File: src/rtl/cache_arbiter.sv
// cache_arbiter
//   Arbitrates I-cache line fills and D-cache fills/write-backs onto one
//   shared downstream (L2) port. A request is granted from IDLE only. The
//   granted address, operation and write data are latched, then held on the
//   L2 strobes until l2_resp. A one-cycle completion pulse then goes back to
//   the granted side from DONE. All outputs are registered.
//
// Parameters
//   LINE_WIDTH : cache-line width in bits for all line data ports
//   FAIR       : 1 = round-robin when both sides request, 0 = D-side always wins
//
// Ports
//   clk, reset                 : rising-edge clock, synchronous active-high reset
//   i_pmem_read/address        : I-cache fill request and line address
//   i_pmem_rdata/resp          : line returned to I-cache, completion pulse
//   d_pmem_read/write/address  : D-cache fill / write-back request and address
//   d_pmem_wdata               : write-back line
//   d_pmem_rdata/resp          : line returned to D-cache, completion pulse
//   l2_read/write/address/wdata: downstream request (registered)
//   l2_rdata/resp              : downstream read data and completion
module cache_arbiter #(
  parameter int LINE_WIDTH = 128,
  parameter bit FAIR       = 1'b1
) (
  input  logic                  clk,
  input  logic                  reset,
  input  logic                  i_pmem_read,
  input  logic [15:0]           i_pmem_address,
  output logic [LINE_WIDTH-1:0] i_pmem_rdata,
  output logic                  i_pmem_resp,
  input  logic                  d_pmem_read,
  input  logic                  d_pmem_write,
  input  logic [15:0]           d_pmem_address,
  input  logic [LINE_WIDTH-1:0] d_pmem_wdata,
  output logic [LINE_WIDTH-1:0] d_pmem_rdata,
  output logic                  d_pmem_resp,
  output logic                  l2_read,
  output logic                  l2_write,
  output logic [15:0]           l2_address,
  output logic [LINE_WIDTH-1:0] l2_wdata,
  input  logic [LINE_WIDTH-1:0] l2_rdata,
  input  logic                  l2_resp
);

  typedef enum logic [1:0] {
    IDLE    = 2'd0,
    SERVE_I = 2'd1,
    SERVE_D = 2'd2,
    DONE    = 2'd3
  } state_t;

  state_t                state_q, state_d;
  // Side granted most recently: 1 = D, 0 = I. It also identifies the side
  // being served, because it is updated on every grant.
  logic                  last_grant_q, last_grant_d;
  logic                  l2_read_q, l2_read_d;
  logic                  l2_write_q, l2_write_d;
  logic [15:0]           l2_address_q, l2_address_d;
  logic [LINE_WIDTH-1:0] l2_wdata_q, l2_wdata_d;
  logic [LINE_WIDTH-1:0] i_rdata_q, i_rdata_d;
  logic [LINE_WIDTH-1:0] d_rdata_q, d_rdata_d;
  logic                  i_resp_q, i_resp_d;
  logic                  d_resp_q, d_resp_d;

  logic                  i_req;
  logic                  d_req;
  logic                  pick_d;

  // Arbitration decision, only consumed in IDLE.
  always_comb begin
    i_req  = i_pmem_read;
    d_req  = d_pmem_read | d_pmem_write;
    pick_d = 1'b0;
    if (d_req && !i_req) begin
      pick_d = 1'b1;
    end else if (d_req && i_req) begin
      // Tie: round-robin grants whichever side did not win last time.
      pick_d = FAIR ? ~last_grant_q : 1'b1;
    end
  end

  always_comb begin
    state_d      = state_q;
    last_grant_d = last_grant_q;
    l2_read_d    = l2_read_q;
    l2_write_d   = l2_write_q;
    l2_address_d = l2_address_q;
    l2_wdata_d   = l2_wdata_q;
    i_rdata_d    = i_rdata_q;
    d_rdata_d    = d_rdata_q;
    i_resp_d     = 1'b0;
    d_resp_d     = 1'b0;

    case (state_q)
      IDLE: begin
        if (i_req || d_req) begin
          last_grant_d = pick_d;
          if (pick_d) begin
            state_d      = SERVE_D;
            l2_address_d = d_pmem_address;
            // Read and write both high is treated as a write-back.
            l2_write_d   = d_pmem_write;
            l2_read_d    = ~d_pmem_write;
            if (d_pmem_write) begin
              l2_wdata_d = d_pmem_wdata;
            end
          end else begin
            state_d      = SERVE_I;
            l2_address_d = i_pmem_address;
            l2_read_d    = 1'b1;
            l2_write_d   = 1'b0;
          end
        end
      end

      SERVE_I, SERVE_D: begin
        if (l2_resp) begin
          state_d    = DONE;
          l2_read_d  = 1'b0;
          l2_write_d = 1'b0;
          // Completion pulse is registered, so it appears during DONE.
          if (state_q == SERVE_I) begin
            i_rdata_d = l2_rdata;
            i_resp_d  = 1'b1;
          end else begin
            if (l2_read_q) begin
              d_rdata_d = l2_rdata;
            end
            d_resp_d = 1'b1;
          end
        end
      end

      DONE: begin
        state_d = IDLE;
      end

      default: begin
        state_d = IDLE;
      end
    endcase
  end

  always_ff @(posedge clk) begin
    if (reset) begin
      state_q      <= IDLE;
      last_grant_q <= 1'b1;
      l2_read_q    <= 1'b0;
      l2_write_q   <= 1'b0;
      l2_address_q <= '0;
      l2_wdata_q   <= '0;
      i_rdata_q    <= '0;
      d_rdata_q    <= '0;
      i_resp_q     <= 1'b0;
      d_resp_q     <= 1'b0;
    end else begin
      state_q      <= state_d;
      last_grant_q <= last_grant_d;
      l2_read_q    <= l2_read_d;
      l2_write_q   <= l2_write_d;
      l2_address_q <= l2_address_d;
      l2_wdata_q   <= l2_wdata_d;
      i_rdata_q    <= i_rdata_d;
      d_rdata_q    <= d_rdata_d;
      i_resp_q     <= i_resp_d;
      d_resp_q     <= d_resp_d;
    end
  end

  assign l2_read      = l2_read_q;
  assign l2_write     = l2_write_q;
  assign l2_address   = l2_address_q;
  assign l2_wdata     = l2_wdata_q;
  assign i_pmem_rdata = i_rdata_q;
  assign d_pmem_rdata = d_rdata_q;
  assign i_pmem_resp  = i_resp_q;
  assign d_pmem_resp  = d_resp_q;

endmodule

File: config.mk
export PLATFORM = sky130hd
export DESIGN_NAME = cache_arbiter
export DESIGN_NICKNAME = d
export VERILOG_FILES = /design/src/rtl/cache_arbiter.sv
export SDC_FILE = /design/constraint.sdc
export NUM_CORES = 1
export LEC_CHECK = 0
export CAP_MARGIN = 40
export CORE_AREA = 2 2 271 273
export DETAILED_ROUTE_END_ITERATION = 8
export DIE_AREA = 0 0 273 275
export GPL_TIMING_DRIVEN = 0
export SETUP_SLACK_MARGIN = 0.05
export SYNTH_ARGS = -nofsm -noshare
export SYNTH_HDL_FRONTEND = slang
export SYNTH_SLANG_ARGS = --single-unit
File: constraint.sdc
create_clock -name clk -period 3.25 [get_ports clk]
set_input_delay 0.65 -clock clk [delete_from_list [all_inputs] [get_ports clk]]
set_output_delay 0.65 -clock clk [all_outputs]
set_load 0.02 [all_outputs]
Word-level counts from Yosys, hierarchy flattened
Index checks and enable logic that the tools add are counted.
- flip-flop bits (word level): 407
- bits in latches: 0
- bits in writable memories: 0
- bits in read-only memories: 0
- input bits: 294
- output and inout bits: 404
- word-level logic and storage cells: 51
- memories: 0
- $add $sub $neg: 0
- multiply operators: 0
- divide/modulo/power cells: 0
- order comparisons: 0
- equal/unequal tests: 5
- shift operators: 0
- multiplexer cells: 16
- bitwise logic cells: 6
- reduce and logical (&&, ||, !) cells: 14
- operators by type and width (kind ; count):
    $mux 16 ; 1
    $mux 1 ; 9
    $reduce_and 4->1 ; 2
    $mux 2 ; 3
    $pmux 2 s3 ; 1
    $reduce_and 3->1 ; 2
    $not 1->1 ; 5
    $eq 2x2->1 const B ; 2
    $ne 2x2->1 const B ; 2
    $pmux 1 s2 ; 2
    $reduce_and 2->1 ; 2
    $reduce_or 3->1 ; 1
    $eq 2x1->1 const B ; 1
    $logic_and 1x1->1 ; 2
    $logic_not 2->1 ; 1
    $reduce_bool 2->1 ; 1
    $reduce_or 2->1 ; 1
    $logic_not 1->1 ; 1
    $logic_or 1x1->1 ; 1
    $or 1x1->1 ; 1

Longest topological paths before layout
Gate-level depths: netlist of the first run.
- word-level depth: 7
- mapped depth: 8
- gate-level depth less buffers: 5

Worst setup path after synthesis of the first run
Ideal clock, no wire load.
- path type: input to register
- start: input i_pmem_read
- end: register l2_wdata_q[13] (netlist: l2_wdata[13])
- library setup time: 0.132 ns
- data arrival time: 1.543 ns
- required time: 3.118 ns
- slack: 1.575 ns
- stages: 6
- buffers on the path: 3
- cell sequence: buf_4 a21bo_1 buf_4 clkbuf_1 o21ai_0 a21oi_1
- longest elaborated chain between the ends: 4
- elaborated cells between the ends (all ways): 7
- classes of those cells: 2 x mux; 5 x reduce/logical
- RTL lines (what ; line ; RTL):
    from (decl) ; 27 ; input logic i_pmem_read,
    $logic_and 1x1->1 / $logic_not 1->1 (equally long branches) ; 76, 74 ;
    $mux 1 / $logic_and 1x1->1 (equally long branches) ; 76, 74 ;
    $mux 1 ; 74 ; if (d_req && !i_req) begin
    $reduce_and 4->1 (no source line) * ; - ;
    to (signal assigned) ; 162 ; l2_wdata_q <= l2_wdata_d;
    to (decl) ; 59 ; logic [LINE_WIDTH-1:0] l2_wdata_q, l2_wdata_d;
Every way passes the cells marked *; elsewhere a longest branch is shown, timed or not.
A chain may end at the register's enable or synchronous reset.

Worst setup path after layout of the first run
- start: register l2_wdata_q[123] (netlist: l2_wdata[123])
- end: output l2_wdata[123]
- RTL lines (what ; line ; RTL):
    to (decl) ; 40 ; output logic [LINE_WIDTH-1:0] l2_wdata,
No word-level cell between the ends.

==> run summary, run 1 <==
Clock Power Share: 32.3%
Reg2reg start: state_q[0]$_SDFFE_PP0P_
Syn_nets: 2128
Leak: 8.19 nW
Slowest CP cell: clkdlybuf4s50_1
Final design area excluding fillers: 0.0243 sq mm
Ant diodes: 0
Maximum vdd ir drop: 0.430 mV
Endpoints failing setup: 0
Register area: 0.00815 sq mm
Sequential power share: 35.9%
TritonCTS clock tree: yes
CP Launch Type: flip-flop
Critical Path Source: l2_wdata[123]$_SDFFE_PP0P_
Post-DP HPWL: 51000 microns
Highest Clock Rate: 411 MHz
Register bit count reported by yosys: 407
Max-cap violations: 0
Postcts setup bufs: 0
Distinct cell type count of the synthesized netlist: 37
Vias: 15600
Final hold vios: 0
Unrepaired setup endpoints after global routing: false
Total grt overflow: 0
Worst Hold End: i_pmem_rdata[116]$_SDFFE_PP0P_
DRT iter0 DRCs: 653
Clock Latency Late Sink: 0.58 ns
Critical Path AT: 1.78 ns
Core area: 0.0723 sq mm
WP buf/inv: 1
Syn-to-layout area delta: 66.4%
Ports: 698
Post-DRT Antenna Nets: 0
Pin count of the biggest net entering global routing: 13
TritonRoute pass-1 iters: 4
Critical Path, Cell by Cell: clkdlybuf4s50_1
Max Buffers Root-to-Sink: 3
Fin crit share: 74.8%
Top_reg_cell synth: dfxtp_1
Seq/Total Area, Yosys: 55.7%
Nets: 2873
H-tree Lvls: 2
Cell count of the worst reg-to-reg path: 8
Placed inst area: 0.0228 sq mm
Vias in the first global route: 15300
Initial core utilization: 20.2%
Routed WL: 66300 microns
Remaining DRCs: 0
First-pass GRT wire length: 96400 microns
Avg Cell Area, Syn: 7.99 sq um
CP Capture Type: output pin
Footprint of the multi-input gates: 0.00574 sq mm
Initial antenna violation count: 3
Cts repair resizes: 0
Pwr Density: 679 mW/mm^2
Reg2Reg Setup Slack: 0.94 ns
CTS sink cnt: 407
Clock transition at path regs: 0.06 ns
Crit Path Class: reg -> out
Buffers added on ports: 694
Core Util, Final: 33.6%
CP peak stage delay: 0.88 ns
Hold Path Class: reg -> reg
GPL Wtd Cong: 0.891
Logic gate share of total power: 31.8%
Minimum clock period after layout: 2.43 ns
Internal Power: 10.8 mW
DR vias/cell: 4.38
Setup TNS: 0 ns
Max-slew violation count: 0
Post-Syn Area: 0.0146 sq mm
Sw power: 5.75 mW
YS warnings: 0
Outcome: finished clean
Die Height: 275 microns
Die width: 273 microns
Clock Skews: 0.0171 ns
Worst Max-Slew Pin Slew: 0.767 ns
Layout cell share with drive strength beyond 1: 5.62%
Cell row count: 99
Clock Tree Root: clkbuf_16
Critical Path RT: 2.60 ns
Net Sw Frac: 34.8%
Hold Crit Start: i_pmem_rdata[116]$_SDFFE_PP0P_
Async SR Flop Fraction: 0%
Hold Path Cell Cnt: 2
Cells after synthesis: 1831
Max-slew headroom: 48.9%
Number of enable flip-flop cells after synthesis: 0
Worst reg2reg path endpoint: d_pmem_rdata[93]$_SDFFE_PP0P_
GRT Resource Usage Total: 16.7%
Die area: 0.0751 sq mm
Crit Path Max Fanout: 2
FILL cells: 7684
Critical path's top delay family: buffers and inverters
Cts hold-fix bufs: 0
Drt wl/cell: 18.6 microns
TritonCTS Buffers: 47
synthesized netlist by cell type, types with 2 or more instances:
master | count | share of area (%)
nand2_1 | 532 | 14
a21oi_1 | 418 | 14
dfxtp_1 | 407 | 56
o21ai_0 | 148 | 5.1
nand3_1 | 128 | 4.4
clkbuf_1 | 88 | 2.3
buf_2 | 64 | 2.2
buf_1 | 9 | 0.23
ha_1 | 3 | 0.26
inv_1 | 3 | 0.077
a221o_1 | 2 | 0.14
buf_4 | 2 | 0.10
buf_6 | 2 | 0.15
or3_1 | 2 | 0.086
power by group through the flow:
stage	Clock [mW]	Combinational, mW	Sequential [mW]
after detailed placement	0	5.28	6.03
after floorplan	0	1.99	6.69
after global routing	5.66	5.71	5.99
after global placement	0	5.29	6.01
after CTS	5.47	5.30	5.93
final	5.33	5.26	5.93
kinds of logic (layout without fill, tap and decap cells):
kind of cell / after synthesis / in the layout / synth area share [%]
buffers and inverters: 169 / 952 / 5.04
adder cells (fa/ha/maj): 3 / 3 / 0.257
AO/OA/AOI/OAI: 579 / 579 / 20.3
flip-flops: 407 / 407 / 55.7
multiplexers: 1 / 1 / 0.0684
AND/OR/NAND/NOR: 672 / 672 / 18.7
worst reg2reg max path, stage by stage, from the launching register on:
cell and delay, ns:
dfxtp_1 0.35, inv_1 0.07, ha_1 0.28, buf_2 0.18
nand4b_1 0.12, buf_2 0.40, clkbuf_1 0.58, nand2_1 0.11
a21oi_1 0.16
placed cells by master, fill, tap and decap left out, types with 2 or more instances in the layout:
master	instances
buf_2	64
clkbuf_1	104
inv_6	3
buf_4	2
clkdlybuf4s50_1	694
buf_8	2
clkbuf_8	10
buf_1	9
a21oi_1	418
clkbuf_16	47
bufinv_16	3
dfxtp_1	407
clkinv_2	6
or3_1	2
a221o_1	2
ha_1	3
o21ai_0	148
inv_1	3
nand2_1	532
buf_6	2
nand3_1	128
sequential cells by signal (all words and copies together) (netlist names):
register,cells
d_pmem_resp,1
last_grant_q,1
i_pmem_resp,1
l2_write,1
state_q,2
l2_wdata,128
l2_read,1
l2_address,16
i_pmem_rdata,128
d_pmem_rdata,128
how the worst max path moves through the flow:
stage / endpoint / slack (ns) / cells after the start
final: l2_wdata[123] / 0.82 / 1
after global routing: l2_wdata[123] / 0.64 / 1
after CTS: l2_wdata[123] / 0.69 / 1
after detailed placement: l2_wdata[88]$_SDFFE_PP0P_ / 0.23 / 5
after global placement: i_pmem_rdata[124]$_SDFFE_PP0P_ / 0.23 / 4
after floorplan: l2_wdata[13]$_SDFFE_PP0P_ / 1.58 / 6
metal layers:
layer	wire, microns	global-route usage, %	up-vias
met5	40	0	-
met4	1860	5.05	6
met3	5820	5.73	95
met2	33500	30.7	574
met1	25100	18.0	7314
li1	-	-	7654
area by class of cell:
cell class,instances,share of cell area [%]
flip-flops and latches,407,33.5
well taps,959,4.93
inverters,4,0.0617
clock buffers,73,5.64
clock inverters,14,0.668
plain buffers,165,2.97
repair buffers,696,28.7
multi-input cells,1255,23.6
per-stage QoR:
step                      std cells  total power [mW]  hold WS (ns)  worst slack [ns]
final                          3573              16.5         0.451             0.819
after global routing           3573              17.4         0.466             0.639
after CTS                      3573              16.7         0.454             0.689
after detailed placement       3486              11.3         0.445             0.229
after global placement         3484              11.3         0.441             0.235
after floorplan                1831              8.68         0.476              1.58
(Power assumes the default switching activity.)
==> inputs of run 2 (changes only) <==
--- a/config.mk
+++ b/config.mk
@@ -6,9 +6,9 @@
 export NUM_CORES = 1
 export LEC_CHECK = 0
 export CAP_MARGIN = 40
-export CORE_AREA = 2 2 271 273
+export CORE_AREA = 2 2 273 275
 export DETAILED_ROUTE_END_ITERATION = 8
-export DIE_AREA = 0 0 273 275
+export DIE_AREA = 0 0 275 277
 export GPL_TIMING_DRIVEN = 0
 export SETUP_SLACK_MARGIN = 0.05
 export SYNTH_ARGS = -nofsm -noshare
==> constraint.sdc (replaced) <==
create_clock -name clk -period 2.5 [get_ports clk]
set_input_delay 0.5 -clock clk [delete_from_list [all_inputs] [get_ports clk]]
set_output_delay 0.5 -clock clk [all_outputs]
set_load 0.02 [all_outputs]
==> run 2 against run 1 <==
Effect of this change:
- cell count rose by 0.36%
- via count grew 0.84%
- largest power group unchanged
- sequential power increased by 30%
- count of clock-buffer cells in the layout increased by 1
- first-iteration DRC count decreased by 11%
- power increased by 30%
- utilization is 0.51 points lower
- worst setup slack got worse by 0.62 ns
==> run summary, run 2 (same netlist as run 1, synthesis figures left out) <==
Final Worst Setup Slack: 0.196 ns
Total grt overflow: 0
Reg2Reg Setup Slack: 0.20 ns
Footprint of the multi-input gates: 0.00574 sq mm
DR vias/cell: 4.40
TritonCTS clock tree: yes
Sequential power share: 35.9%
Buffers added on ports: 694
Vias in the first global route: 15500
Pwr Density: 881 mW/mm^2
Logic gate share of total power: 31.8%
Unrepaired setup endpoints after global routing: true
Leak: 8.21 nW
Filler-free cell count of the finished design: 3586
Worst Max-Slew Pin Slew: 0.724 ns
Critical Path AT: 2.80 ns
Internal Power: 14.0 mW
Max-cap violations: 0
Max-slew headroom: 51.8%
Cell row count: 100
Core area: 0.0736 sq mm
First-pass GRT wire length: 97200 microns
Cts repair resizes: 0
DRT iter0 DRCs: 583
Dpl cells: 3497
DP Worst Slack: -0.344 ns
H-tree Lvls: 2
Fin crit share: 92.1%
Clock Skews: 0.0132 ns
Total power draw: 21.5 mW
Outcome: finished clean
Postcts setup bufs: 0
Vias: 15800
Cts hold-fix bufs: 0
TritonRoute pass-1 iters: 4
Register area: 0.00815 sq mm
WHS: 0.376 ns
Critical Path RT: 3.00 ns
Net Sw Frac: 35.0%
Die width: 275 microns
Clock Tree Root: clkbuf_16
Maximum vdd ir drop: 0.508 mV
Drt wl/cell: 18.7 microns
Pin count of the biggest net entering global routing: 13
Endpoints failing setup: 0
Post-DRT Antenna Nets: 0
Final design area excluding fillers: 0.0244 sq mm
Initial antenna violation count: 4
Max-slew violation count: 0
Routed WL: 67100 microns
TritonCTS Buffers: 48
Clock Power Share: 32.3%
Layout cell share with drive strength beyond 1: 5.89%
Clock transition at path regs: 0.06 ns
Hold Path Class: in -> reg
Remaining DRCs: 0
Post-DP HPWL: 52000 microns
Minimum clock period after layout: 2.30 ns
Initial core utilization: 19.9%
Nets: 2875
Sw power: 7.52 mW
Most common cell after layout, fill and taps aside: clkdlybuf4s50_1
GPL Wtd Cong: 0.878
Die Height: 277 microns
Placed inst area: 0.0228 sq mm
Crit Path Class: reg -> reg
CP Launch Type: flip-flop
CP Capture Type: flip-flop
Highest Clock Rate: 434 MHz
GRT Resource Usage Total: 16.7%
Crit Path Max Fanout: 10
Most frequent cells in the layout: 694 x clkdlybuf4s50_1, 532 x nand2_1, 418 x a21oi_1
Die area: 0.0762 sq mm
CTS sink cnt: 407
Syn-to-layout area delta: 66.7%
Max Buffers Root-to-Sink: 3
FILL cells: 7757
Final hold vios: 0
Ports: 698
Clock Latency Late Sink: 0.57 ns
run 2: cell count changes in the layout (fill, tap and decap cells not counted), sizes merged:
cell / previous run / this run
bufinv: 3 / 1
clkbuf: 161 / 162
clkinvlp: 1 / 2
inv: 7 / 6
diode: 0 / 2
clkinv: 7 / 8
buf: 79 / 80
run 2: layout make-up:
type | instances | area share, %
Multi-Input combinational cell | 1255 | 23.5
Inverter | 4 | 0.0616
Clock inverter | 13 | 0.436
Buffer | 165 | 2.98
Timing Repair Buffer | 697 | 28.7
Antenna cell | 2 | 0.0205
Clock buffer | 74 | 5.91
Sequential cell | 407 | 33.4
Tap cell | 969 | 4.97
run 2: final timing paths:
check / startpoint / end / cells after the start
worst max register to register: state_q[0]$_SDFFE_PP0P_ / d_pmem_rdata[46]$_SDFFE_PP0P_ / 8
worst min-delay path: d_pmem_write / state_q[0]$_SDFFE_PP0P_ / 4
worst min register to register: d_pmem_rdata[123]$_SDFFE_PP0P_ / d_pmem_rdata[123]$_SDFFE_PP0P_ / 2
worst max-delay path: state_q[0]$_SDFFE_PP0P_ / d_pmem_rdata[46]$_SDFFE_PP0P_ / 8
run 2: power by group through the flow:
stage,Combinational (mW),Sequential (mW),Clock (mW)
2_1_floorplan,2.59,8.69,0
3_3_place_gp,6.86,7.82,0
3_5_place_dp,6.82,7.85,0
4_1_cts,6.86,7.72,7.14
5_1_grt,7.41,7.79,7.37
6_report,6.83,7.71,6.94
run 2: critical path, cell delays in order (launching register included):
cell and delay [ns]:
dfxtp_1 0.35, inv_1 0.07, ha_1 0.28, buf_2 0.18, nand4b_1 0.12, buf_2 0.45
clkbuf_1 0.48, nand2_1 0.11, a21oi_1 0.17
run 2: through the flow:
step / utilization [%] / setup TNS (ns)
after floorplan: - / 0
after global placement: 31.0 / -79.33
after detailed placement: 31.0 / -32.63
after CTS: 33.1 / 0
after global routing: 33.1 / 0
final: 33.1 / 0
run 2: metal layers:
| metal | up-vias | track usage (%) | wire length, microns |
|---|---|---|---|
| met5 | - | 0 | 27 |
| met3 | 133 | 6.29 | 6940 |
| met2 | 669 | 29.7 | 33100 |
| met1 | 7308 | 17.4 | 24200 |
| li1 | 7660 | - | - |
| met4 | 4 | 7.39 | 2880 |
==> inputs of run 3 (changes only) <==
--- a/config.mk
+++ b/config.mk
@@ -11,6 +11,7 @@
 export DIE_AREA = 0 0 275 277
 export GPL_TIMING_DRIVEN = 0
 export SETUP_SLACK_MARGIN = 0.05
+export SLEW_MARGIN = 30
 export SYNTH_ARGS = -nofsm -noshare
 export SYNTH_HDL_FRONTEND = slang
 export SYNTH_SLANG_ARGS = --single-unit
==> run 3 against run 2 <==
Effect of this change:
- sequential share of layout area up 0.053 points
- non-clock buffer count down 2
- largest power group unchanged
- worst setup slack better by 0.024 ns
- combinational power about the same
- cell area down 0.16%
- via count down 0.32%
- register-to-register slack better by 0.02 ns
- critical endpoint is now d_pmem_rdata[17]$_SDFFE_PP0P_
- first-iteration DRC count down 0.86%
- worst hold slack better by 0.019 ns
- critical path depth unchanged
==> run summary, run 3 (same netlist as run 1, synthesis figures left out) <==
Outcome: finished clean
Critical path's top delay family: buffers and inverters
Die width: 275 microns
Net Sw Frac: 34.5%
Endpoints failing setup: 0
CTS sink cnt: 407
Crit Path Class: reg -> reg
Max-slew violation count: 0
Clock transition at path regs: 0.06 ns
Sw power: 7.41 mW
Final hold vios: 0
GRT Resource Usage Total: 16.9%
Core Util, Final: 33.1%
Layout cell share with drive strength beyond 1: 5.60%
First-pass GRT wire length: 97800 microns
CP Launch Type: flip-flop
TritonCTS clock tree: yes
Unrepaired setup endpoints after global routing: false
CP peak stage delay: 0.48 ns
Cell repeated most along the worst path: buf_2
Clock Latency Late Sink: 0.57 ns
Remaining DRCs: 0
Pwr Density: 883 mW/mm^2
Leak: 8.18 nW
Die Height: 277 microns
Crit Path Max Fanout: 10
Cell row count: 100
Max-slew headroom: 49.4%
Highest Clock Rate: 439 MHz
Initial core utilization: 19.9%
DR vias/cell: 4.39
Clock Tree Root: clkbuf_16
Die area: 0.0762 sq mm
H-tree Lvls: 2
TritonRoute pass-1 iters: 5
Initial antenna violation count: 6
CP Capture Type: flip-flop
Clock Skews: 0.00901 ns
Logic gate share of total power: 31.7%
Vias in the first global route: 15400
Routed WL: 67400 microns
Core area: 0.0736 sq mm
WHS: 0.394 ns
Hold Path Class: in -> reg
Minimum clock period after layout: 2.28 ns
Max-cap violations: 0
Fin crit share: 91.2%
Ports: 698
Cts repair resizes: 1
Critical Path, Cell by Cell: inv_1 > ha_1 > buf_2 > nand4b_1 > buf_2 > buf_1 > nand2_1 > a21oi_1
WP buf/inv: 4
Cts hold-fix bufs: 0
Most common cell after layout, fill and taps aside: clkdlybuf4s50_1
Buffers added on ports: 694
Worst Max-Slew Pin Slew: 0.759 ns
FILL cells: 7884
Post-DP HPWL: 52000 microns
GPL Wtd Cong: 0.878
Critical Path AT: 2.77 ns
Internal Power: 14.1 mW
Max Buffers Root-to-Sink: 3
Vias: 15700
Postcts setup bufs: 0
Nets: 2872
Syn-to-layout area delta: 66.4%
Maximum vdd ir drop: 0.469 mV
Post-DRT Antenna Nets: 0
Slowest CP cell: buf_1
Pin count of the biggest net entering global routing: 13
Critical Path RT: 2.99 ns
DRT iter0 DRCs: 578
TritonCTS Buffers: 47
Drt wl/cell: 18.8 microns
Most frequent cells in the layout: 694 x clkdlybuf4s50_1, 532 x nand2_1, 418 x a21oi_1
Total grt overflow: 0
Sequential power share: 35.9%
Clock Power Share: 32.4%
## run 3: changes by cell type in the layout (fill, tap and decap cells not counted), moves of 2 or more
cell       previous run  this run
buf_8                 2         0
bufinv_16             1         4
clkbuf_2              3         6
clkbuf_8             12         6
clkinv_2              7         5
inv_6                 2         0
## run 3: area by class of cell
cell class / count / area [sq um] / share of cell area [%]
clock buffer: 73 / 1380 / 5.65
timing repair buffer: 695 / 6960 / 28.6
tap: 969 / 1210 / 4.98
sequential: 407 / 8150 / 33.5
multi-input combinational: 1255 / 5740 / 23.6
buffer: 165 / 732 / 3.01
inverter: 4 / 15.0 / 0.0617
clock inverter: 10 / 153 / 0.627
antenna: 3 / 7.51 / 0.0308
## run 3: final timing paths
| check | start | end | slack (ns) | cells after the start |
|---|---|---|---|---|
| max | state_q[0]$_SDFFE_PP0P_ | d_pmem_rdata[17]$_SDFFE_PP0P_ | 0.22 | 8 |
| min reg2reg | i_pmem_rdata[81]$_SDFFE_PP0P_ | i_pmem_rdata[81]$_SDFFE_PP0P_ | 0.45 | 2 |
| max reg2reg | state_q[0]$_SDFFE_PP0P_ | d_pmem_rdata[17]$_SDFFE_PP0P_ | 0.22 | 8 |
| min | i_pmem_read | state_q[1]$_SDFFE_PP0P_ | 0.39 | 3 |
## run 3: per-stage QoR
step / total power, mW / cell area, sq um / setup TNS (ns) / instances / setup slack, ns
after floorplan: 11.3 / 14600 / 0 / 1831 / 0.877
after global placement: 14.7 / 22800 / -79.33 / 3494 / -0.503
after detailed placement: 14.7 / 22800 / -32.79 / 3495 / -0.346
after CTS: 21.7 / 24300 / 0 / 3578 / 0.0566
after global routing: 22.6 / 24300 / 0 / 3580 / 0.0517
final: 21.5 / 24300 / 0 / 3581 / 0.221
## run 3: power by group through the flow
| stage | Clock, mW | Combinational (mW) | Sequential (mW) |
|---|---|---|---|
| 2_1_floorplan | 0 | 2.59 | 8.69 |
| 3_5_place_dp | 0 | 6.83 | 7.85 |
| 4_1_cts | 7.15 | 6.86 | 7.72 |
| 5_1_grt | 7.39 | 7.42 | 7.79 |
| 6_report | 6.96 | 6.82 | 7.71 |
| 3_3_place_gp | 0 | 6.86 | 7.82 |
## run 3: worst register-to-register path: cells and delay by family (launching register included)
| kind | cells | cell delay [ns] |
|---|---|---|
| buffers and inverters | 4 | 1.17 |
| DFF | 1 | 0.35 |
| adders and majority gates | 1 | 0.28 |
| and+or+nand+nor | 2 | 0.24 |
| AOI/OAI and AO/OA | 1 | 0.16 |
## run 3: layer usage
metal	global-route usage (%)	routed length (microns)	share of wire, %
met5	0	39	0.058
met4	5.96	2360	3.5
met3	6.85	7160	11
met2	30.1	33400	50
met1	17.6	24400	36
